`src/rtl/alu_cmd_sequencer.sv`:
```
`default_nettype none
// ============================================================================
// Module   : alu_cmd_sequencer
// Purpose  : Command FIFO and issue/response sequencer in front of a 4-bit alu,
//            with an accumulator that can be chained as operand A.
// Revision : 1.0
// ============================================================================
module alu_cmd_sequencer #(
    parameter int DEPTH = 4,
    parameter int WIDTH = 4
) (
    input  logic                     clk,
    input  logic                     rst,
    input  logic                     cmd_valid,
    output logic                     cmd_ready,
    input  logic [WIDTH-1:0]         cmd_a,
    input  logic [WIDTH-1:0]         cmd_b,
    input  logic [3:0]               cmd_opcode,
    input  logic                     cmd_use_acc,
    output logic [WIDTH-1:0]         alu_a,
    output logic [WIDTH-1:0]         alu_b,
    output logic [3:0]               alu_opcode,
    input  logic [WIDTH-1:0]         alu_result,
    input  logic                     alu_carry,
    input  logic                     alu_zero,
    input  logic                     alu_negative,
    input  logic                     alu_overflow,
    output logic                     rsp_valid,
    input  logic                     rsp_ready,
    output logic [WIDTH-1:0]         rsp_result,
    output logic [3:0]               rsp_flags,
    output logic [WIDTH-1:0]         acc,
    output logic [$clog2(DEPTH):0]   fifo_count,
    output logic                     busy
);

    localparam int c_ptr_w = $clog2(DEPTH);
    localparam int c_cnt_w = c_ptr_w + 1;

    typedef enum logic [1:0] {
        ST_IDLE = 2'd0,
        ST_EXEC = 2'd1,
        ST_HOLD = 2'd2
    } state_t;

    state_t r_state;
    state_t w_state_nxt;

    logic [WIDTH-1:0]   r_mem_a   [DEPTH];
    logic [WIDTH-1:0]   r_mem_b   [DEPTH];
    logic [3:0]         r_mem_op  [DEPTH];
    logic               r_mem_acc [DEPTH];
    logic [c_ptr_w-1:0] r_wr_ptr;
    logic [c_ptr_w-1:0] r_rd_ptr;
    logic [c_cnt_w-1:0] r_count;

    logic [WIDTH-1:0]   r_alu_a;
    logic [WIDTH-1:0]   r_alu_b;
    logic [3:0]         r_alu_op;
    logic [WIDTH-1:0]   r_acc;
    logic [WIDTH-1:0]   r_rsp_result;
    logic [3:0]         r_rsp_flags;
    logic               r_rsp_valid;

    logic w_push;
    logic w_pop;
    logic w_capture;
    logic w_rsp_done;
    logic w_fifo_nonempty;

    // No bypass: a full FIFO refuses a push even in the cycle it pops.
    assign cmd_ready       = (r_count < c_cnt_w'(DEPTH));
    assign w_fifo_nonempty = (r_count != '0);
    assign w_push          = cmd_valid && cmd_ready;

    // ------------------------------------------------------------------------
    // FSM
    // ------------------------------------------------------------------------
    always_ff @(posedge clk or posedge rst) begin
        if (rst) begin
            r_state <= ST_IDLE;
        end else begin
            r_state <= w_state_nxt;
        end
    end

    always_comb begin
        w_state_nxt = r_state;
        w_pop       = 1'b0;
        w_capture   = 1'b0;
        w_rsp_done  = 1'b0;
        case (r_state)
            ST_IDLE: begin
                if (w_fifo_nonempty) begin
                    w_pop       = 1'b1;
                    w_state_nxt = ST_EXEC;
                end
            end
            ST_EXEC: begin
                w_capture   = 1'b1;
                w_state_nxt = ST_HOLD;
            end
            ST_HOLD: begin
                if (r_rsp_valid && rsp_ready) begin
                    w_rsp_done = 1'b1;
                    if (w_fifo_nonempty) begin
                        w_pop       = 1'b1;
                        w_state_nxt = ST_EXEC;
                    end else begin
                        w_state_nxt = ST_IDLE;
                    end
                end
            end
            default: begin
                w_state_nxt = ST_IDLE;
            end
        endcase
    end

    // ------------------------------------------------------------------------
    // Command FIFO
    // ------------------------------------------------------------------------
    always_ff @(posedge clk or posedge rst) begin
        if (rst) begin
            for (int i = 0; i < DEPTH; i++) begin
                r_mem_a[i]   <= '0;
                r_mem_b[i]   <= '0;
                r_mem_op[i]  <= '0;
                r_mem_acc[i] <= 1'b0;
            end
            r_wr_ptr <= '0;
            r_rd_ptr <= '0;
            r_count  <= '0;
        end else begin
            if (w_push) begin
                r_mem_a[r_wr_ptr]   <= cmd_a;
                r_mem_b[r_wr_ptr]   <= cmd_b;
                r_mem_op[r_wr_ptr]  <= cmd_opcode;
                r_mem_acc[r_wr_ptr] <= cmd_use_acc;
                r_wr_ptr            <= r_wr_ptr + c_ptr_w'(1);
            end
            if (w_pop) begin
                r_rd_ptr <= r_rd_ptr + c_ptr_w'(1);
            end
            case ({w_push, w_pop})
                2'b10:   r_count <= r_count + c_cnt_w'(1);
                2'b01:   r_count <= r_count - c_cnt_w'(1);
                default: r_count <= r_count;
            endcase
        end
    end

    // ------------------------------------------------------------------------
    // Issue, capture and accumulator
    // ------------------------------------------------------------------------
    // r_acc is already updated by the time HOLD pops, so chains see the last result.
    always_ff @(posedge clk or posedge rst) begin
        if (rst) begin
            r_alu_a      <= '0;
            r_alu_b      <= '0;
            r_alu_op     <= '0;
            r_acc        <= '0;
            r_rsp_result <= '0;
            r_rsp_flags  <= '0;
            r_rsp_valid  <= 1'b0;
        end else begin
            if (w_pop) begin
                r_alu_a  <= r_mem_acc[r_rd_ptr] ? r_acc : r_mem_a[r_rd_ptr];
                r_alu_b  <= r_mem_b[r_rd_ptr];
                r_alu_op <= r_mem_op[r_rd_ptr];
            end
            if (w_capture) begin
                r_rsp_result <= alu_result;
                r_rsp_flags  <= {alu_overflow, alu_negative, alu_zero, alu_carry};
                r_acc        <= alu_result;
                r_rsp_valid  <= 1'b1;
            end else if (w_rsp_done) begin
                r_rsp_valid  <= 1'b0;
            end
        end
    end

    assign alu_a      = r_alu_a;
    assign alu_b      = r_alu_b;
    assign alu_opcode = r_alu_op;
    assign acc        = r_acc;
    assign rsp_result = r_rsp_result;
    assign rsp_flags  = r_rsp_flags;
    assign rsp_valid  = r_rsp_valid;
    assign fifo_count = r_count;
    assign busy       = (r_state != ST_IDLE) || w_fifo_nonempty;

endmodule
`default_nettype wire

```
`config.mk`:
```
export PLATFORM = sky130hd
export DESIGN_NAME = alu_cmd_sequencer
export DESIGN_NICKNAME = d
export VERILOG_FILES = /design/src/rtl/alu_cmd_sequencer.sv
export SDC_FILE = /design/constraint.sdc
export NUM_CORES = 1
export LEC_CHECK = 0
export CAP_MARGIN = 10
export CORE_ASPECT_RATIO = 0.6
export CORE_UTILIZATION = 40
export CTS_CLUSTER_SIZE = 24
export DETAILED_ROUTE_END_ITERATION = 6
export GPL_ROUTABILITY_DRIVEN = 1
export PLACE_DENSITY = 0.59
export SYNTH_ARGS = -nofsm -noshare
export SYNTH_HDL_FRONTEND = slang
export SYNTH_SLANG_ARGS = --single-unit
```
`constraint.sdc`:
```
create_clock -name clk -period 8.75 [get_ports clk]
set_clock_uncertainty 0.15 [all_clocks]
set_input_delay 2.625 -clock clk [delete_from_list [all_inputs] [get_ports clk]]
set_output_delay 2.625 -clock clk [all_outputs]
set_load 0.01 [all_outputs]
```
==> flow_summary.toml, run 1 <==
[detailed_routing]
postRouteAntennaNets = 0
num_vias = 1998
route.detailed.drc = 0
wl_per_cell_um = 16.6
dr.pass1.iters = 4
drt_iter0_drc = 45
viasPerCell = 5.01
wirelength_mm = 6.61

[yosys]
synthTopCellsByArea = "dfrtp_1, mux2_1, mux4_2"
synth.most_common_cell = "dfrtp_1"
synth_flop_cell = "dfrtp_1"
synth_nets = 258
synth_area_um2 = 3580
synthArstFlopShare_pct = 100
synth_commonest_cells = "dfrtp_1, mux2_1, mux4_2, mux2_2, inv_1"
yosys_warnings = 0
synth_top_area_share_pct = 57.3
post-synth-top-area-cell = "dfrtp_1"
synth-seq-cells = 82
syn_area_per_cell_um2 = 15.8
syn_inst = 227
synth.distinct_cells = 27
synth-edff-count = 0
synth_seq_area_share_pct = 57.3

[worst_setup_path]
path_class = "reg -> out"
start_kind = "flip-flop"
path_max_fanout = 4
reg2reg_to = "fifo_count[2]"
arrival_ps = 1930
critPathBufInv = 1
reg2reg_depth = 9
r2r-start = "fifo_count[0]"
cp-end-kind = "output port"
critPathTopFamily = "simple AND/OR/NAND/NOR gates"
max_stage_delay_ps = 580
r2r_setup_slack_ps = 6370
path_cells = "nor3_1, nand2_1, clkdlybuf4s50_1"
cp_slowest_cell = "nor3_1"
critical_path_required_ps = 5980

[clocking]
cts_buffer_depth = 2
post_cts.repair.setup_buffers = 0
ctsResizeCount = 0
ctsHtreeMaxLevel = 3
cts_tree = "built"
clock-sinks = 82
root_buffer = "clkbuf_16"
numCtsBuffers = 9
clk_latency_ps = 330
clkSlewWorstSetupHoldPaths_ps = 60
postCtsHoldBufs = 0

[floorplan]
die_w_um = 124
coreArea_um2 = 8590
io-pin-count = 55
die_y_um = 75.3
rows = 26
die_area_um2 = 9350
start_util_pct = 41.7

[timing]
rsz0062_at_grt = "false"
hold_viol_final = 0
tns_ps = 0
min_period_ps = 4710
fmax_ghz = 0.212
setup_viol = 0
fin_crit_sh_pct = 53.8
tightest_slew_ps = 1040
fin_hold_ws_ps = 333
slew_violations = 0
slew_headroom_pct = 30.9

[worst_hold_path]
worstHoldStart = "rsp_flags[0]"
min_path_type = "reg -> reg"
hold_end = "rsp_flags[0]"
hold_depth = 1

[job]
maxCapViolations = 0

[cells_and_area]
antenna_cells = 0
fin_nets = 313
seqCellArea_um2 = 2050
fillers = 730
syn_to_final_growth_pct = 27.3
drive_gt1_share_pct = 17.4
multiInputGateArea_um2 = 1410

[global_routing]
antenna_found_initial = 0
grt_pass1_vias = 2113
track_usage_pct = 16.7
grt_max_degree = 83
grt_pass1_wl_mm = 11.1
overflow = 0

[placed_design]
dp_hpwl_mm = 4.34
portBuffers = 54
place_congestion = 0.666

[pwr]
power_leakage_nw = 1.95
vdd_drop_max_mv = 0.145
p_per_area_nw_per_um2 = 410

[outcome]
status = "finished, final reports clean"
## placed cells by master (no fill, tap or decap), drive strengths merged
cell type and n:
dfrtp 82, mux2 76, clkdlybuf4s50 54, mux4 13, clkbuf 10, inv 9
nand2 6, ha 5, nor2 4, xnor2 3, xor2 3, bufinv 3
buf 3, nor3 3, o21ai 2, clkinvlp 2, clkinv 2, nor2b 1
a21boi 1, a21o 1, mux2i 1, a21oi 1, nor4b 1, fa 1
## stage by stage
| stage | total power [W] | setup WS, ps | utilization (%) | cells | cell area, um2 |
|---|---|---|---|---|---|
| floorplan | 0.00120 | 3870 | - | 227 | 3580 |
| global placement | 0.00143 | 3770 | 49.0 | 383 | 4210 |
| detailed placement | 0.00146 | 3760 | 49.0 | 383 | 4210 |
| CTS | 0.00190 | 4020 | 53.1 | 399 | 4560 |
| global route | 0.00201 | 3910 | 53.1 | 399 | 4560 |
| finish | 0.00187 | 4040 | 53.1 | 399 | 4560 |
## routing by layer
| metal | up-vias | share of wire, % | global-route usage (%) |
|---|---|---|---|
| met2 | 42 | 45 | 25.2 |
| li1 | 915 | - | - |
| met1 | 1036 | 48 | 22.6 |
| met5 | - | 0 | 0 |
| met3 | 5 | 5.6 | 6.74 |
| met4 | 0 | 0.73 | 4.37 |
## worst reg2reg max path: cells and delay by family (launching register included)
family	cells	cell delay [ps]
buf+inv	2	320
fa+ha+maj	2	410
xor+xnor	2	270
simple gates	3	710
flops	1	410
## layout make-up
class	instances	area share, %
inverter	10	0.850
multi-input combinational	122	31.0
timing repair buffer	57	12.3
tap	112	3.07
clock buffer	10	5.24
clock inverter	6	2.50
sequential	82	45.0
## flip-flops by register name, summed over array words and instances, names as in the netlist
signal	count
alu_a	4
r_state	2
rsp_valid	1
r_mem_b	16
r_mem_a	16
alu_b	4
alu_opcode	4
rsp_result	4
r_wr_ptr	2
r_rd_ptr	2
rsp_flags	4
r_mem_op	16
r_mem_acc	4
fifo_count	3
## where the power goes
group / leakage [nW] / total [W] / internal (W) / switching, W
logic: 0.809 / 0.000730 / 0.000452 / 0.000278
clock network: 0.165 / 0.000434 / 0.000287 / 0.000148
registers: 0.981 / 0.000706 / 0.000578 / 0.000128
## kinds of logic after synthesis
group	synth area share (%)
AO/OA/AOI/OAI	0.838
flip-flops	57.3
AND/OR/NAND/NOR	2.10
multiplexers	32.8
XOR/XNOR	1.47
buffers and inverters	3.25
adder cells (fa/ha/maj)	2.31
## worst max path at each step
stage	from	to	cells after the start
after detailed placement	rsp_ready	fifo_count[2]	10
after global placement	rsp_ready	fifo_count[2]	10
after CTS	fifo_count[0]	busy	3
after floorplan	rst	alu_a[0]	1
final	fifo_count[0]	busy	3
after global routing	rsp_ready	fifo_count[2]	10
No activity file was read; power rests on OpenSTA's default activity.
==> inputs of run 2 (changes only) <==
==> constraint.sdc (replaced) <==
create_clock -name clk -period 4.6 [get_ports clk]
set_clock_uncertainty 0.15 [all_clocks]
set_input_delay 1.38 -clock clk [delete_from_list [all_inputs] [get_ports clk]]
set_output_delay 1.38 -clock clk [all_outputs]
set_load 0.01 [all_outputs]
==> flow_summary.toml, run 2 (synthesized netlist as in run 1, its figures left out) <==
[timing]
fin_crit_sh_pct = 73.1
tns_ps = 0
fmax_ghz = 0.297
slew_violations = 0
min_period_ps = 3360
tightest_slew_ps = 929
setup_viol = 0
hold_viol_final = 0
slew_headroom_pct = 38.1
fin_hold_ws_ps = 331
rsz0062_at_grt = "false"

[pwr]
power_leakage_nw = 1.94
p_per_area_nw_per_um2 = 766
vdd_drop_max_mv = 0.309
total_power_w = 0.00346

[clocking]
numCtsBuffers = 9
clock-sinks = 82
root_buffer = "clkbuf_16"
cts_buffer_depth = 2
clkSlewWorstSetupHoldPaths_ps = 60
ctsHtreeMaxLevel = 3
cts_tree = "built"
clk_latency_ps = 330
post_cts.repair.setup_buffers = 0
postCtsHoldBufs = 0
ctsResizeCount = 0

[cells_and_area]
syn_to_final_growth_pct = 26.1
final_cell_mix = "dfrtp_1, mux2_1, clkdlybuf4s50_1"
drive_gt1_share_pct = 16.5
fin_nets = 313
reg_top3 = "r_mem_a x16, r_mem_b x16, r_mem_op x16"
antenna_cells = 0
fin_area_um2 = 4520
final_common_cell = "dfrtp_1"

[placed_design]
dp_hpwl_mm = 4.38
dpl_cell_area_um2 = 4210
place_congestion = 0.749
portBuffers = 54

[detailed_routing]
wirelength_mm = 6.56
wl_met1_mm = 3.42
top_layer = "met4"
dr.pass1.iters = 4
viasPerCell = 4.96
route.detailed.drc = 0
drt_iter0_drc = 65
dr_wl_met3_um = 349
postRouteAntennaNets = 0
wl_met2_mm = 2.72
wl_per_cell_um = 16.5
num_vias = 1969

[worst_setup_path]
r2r_setup_slack_ps = 2100
cp-end-kind = "output port"
start_kind = "flip-flop"
critical_path_required_ps = 3070
reg2reg_depth = 3
r2r-start = "r_rd_ptr[0]"
path_class = "reg -> out"
arrival_ps = 1830
reg2reg_to = "alu_a[0]"
path_max_fanout = 4

[floorplan]
rows = 26
io-pin-count = 55
start_util_pct = 41.7
die_y_um = 75.3
die_area_um2 = 9350
die_w_um = 124
coreArea_um2 = 8590

[outcome]
status = "finished, final reports clean"

[worst_hold_path]
hold_depth = 1
min_path_type = "reg -> reg"
hold_end = "rsp_flags[3]"
worstHoldStart = "rsp_flags[3]"

[job]
maxCapViolations = 0

[global_routing]
grt_pass1_wl_mm = 10.6
overflow = 0
antenna_found_initial = 0
track_usage_pct = 15.8
grt_pass1_vias = 1956
grt_max_degree = 52
[run 2: layout make-up]
class | instances | area (um2)
tap | 112 | 140
sequential | 82 | 2050
clock buffer | 11 | 243
clock inverter | 3 | 65.1
inverter | 10 | 38.8
fill | 716 | 4070
timing repair buffer | 57 | 563
multi-input combinational | 122 | 1410
[run 2: critical path: stages, from the launching register on]
cell and delay [ps]:
dfrtp_1 420, nor3_1 470, nand2_1 120, clkdlybuf4s50_1 500
[run 2: per-stage QoR]
step,util [%],worst slack [ps],instances
final,52.6,1240,397
after global routing,52.6,1100,397
after CTS,52.6,1240,397
after detailed placement,49.0,928,383
after global placement,49.0,971,383
after floorplan,-,962,227
[run 2: routing by layer]
| layer | global-route usage [%] | vias up |
|---|---|---|
| met5 | 0 | - |
| met4 | 5.56 | 0 |
| met1 | 22.8 | 1001 |
| li1 | - | 916 |
| met2 | 22.4 | 44 |
| met3 | 5.31 | 8 |
[run 2: worst max-delay path by stage]
stage          slack [ps]     startpoint  cells past startpoint         end
3_3_place_gp          970      cmd_valid                      4  r_mem_a[1]
5_1_grt              1100      cmd_valid                      4  r_mem_b[6]
6_report             1240  fifo_count[0]                      3        busy
4_1_cts              1240  fifo_count[0]                      3        busy
2_1_floorplan         960            rst                      1    alu_a[0]
3_5_place_dp          930      cmd_valid                      4  r_mem_b[1]
[run 2: report_power, final]
part | leakage [nW] | internal, W | switching [W]
Combinational | 0.809 | 0.000853 | 0.000496
Clock | 0.151 | 0.000483 | 0.000262
Sequential | 0.981 | 0.00110 | 0.000266
Total | 1.94 | 0.00244 | 0.00102
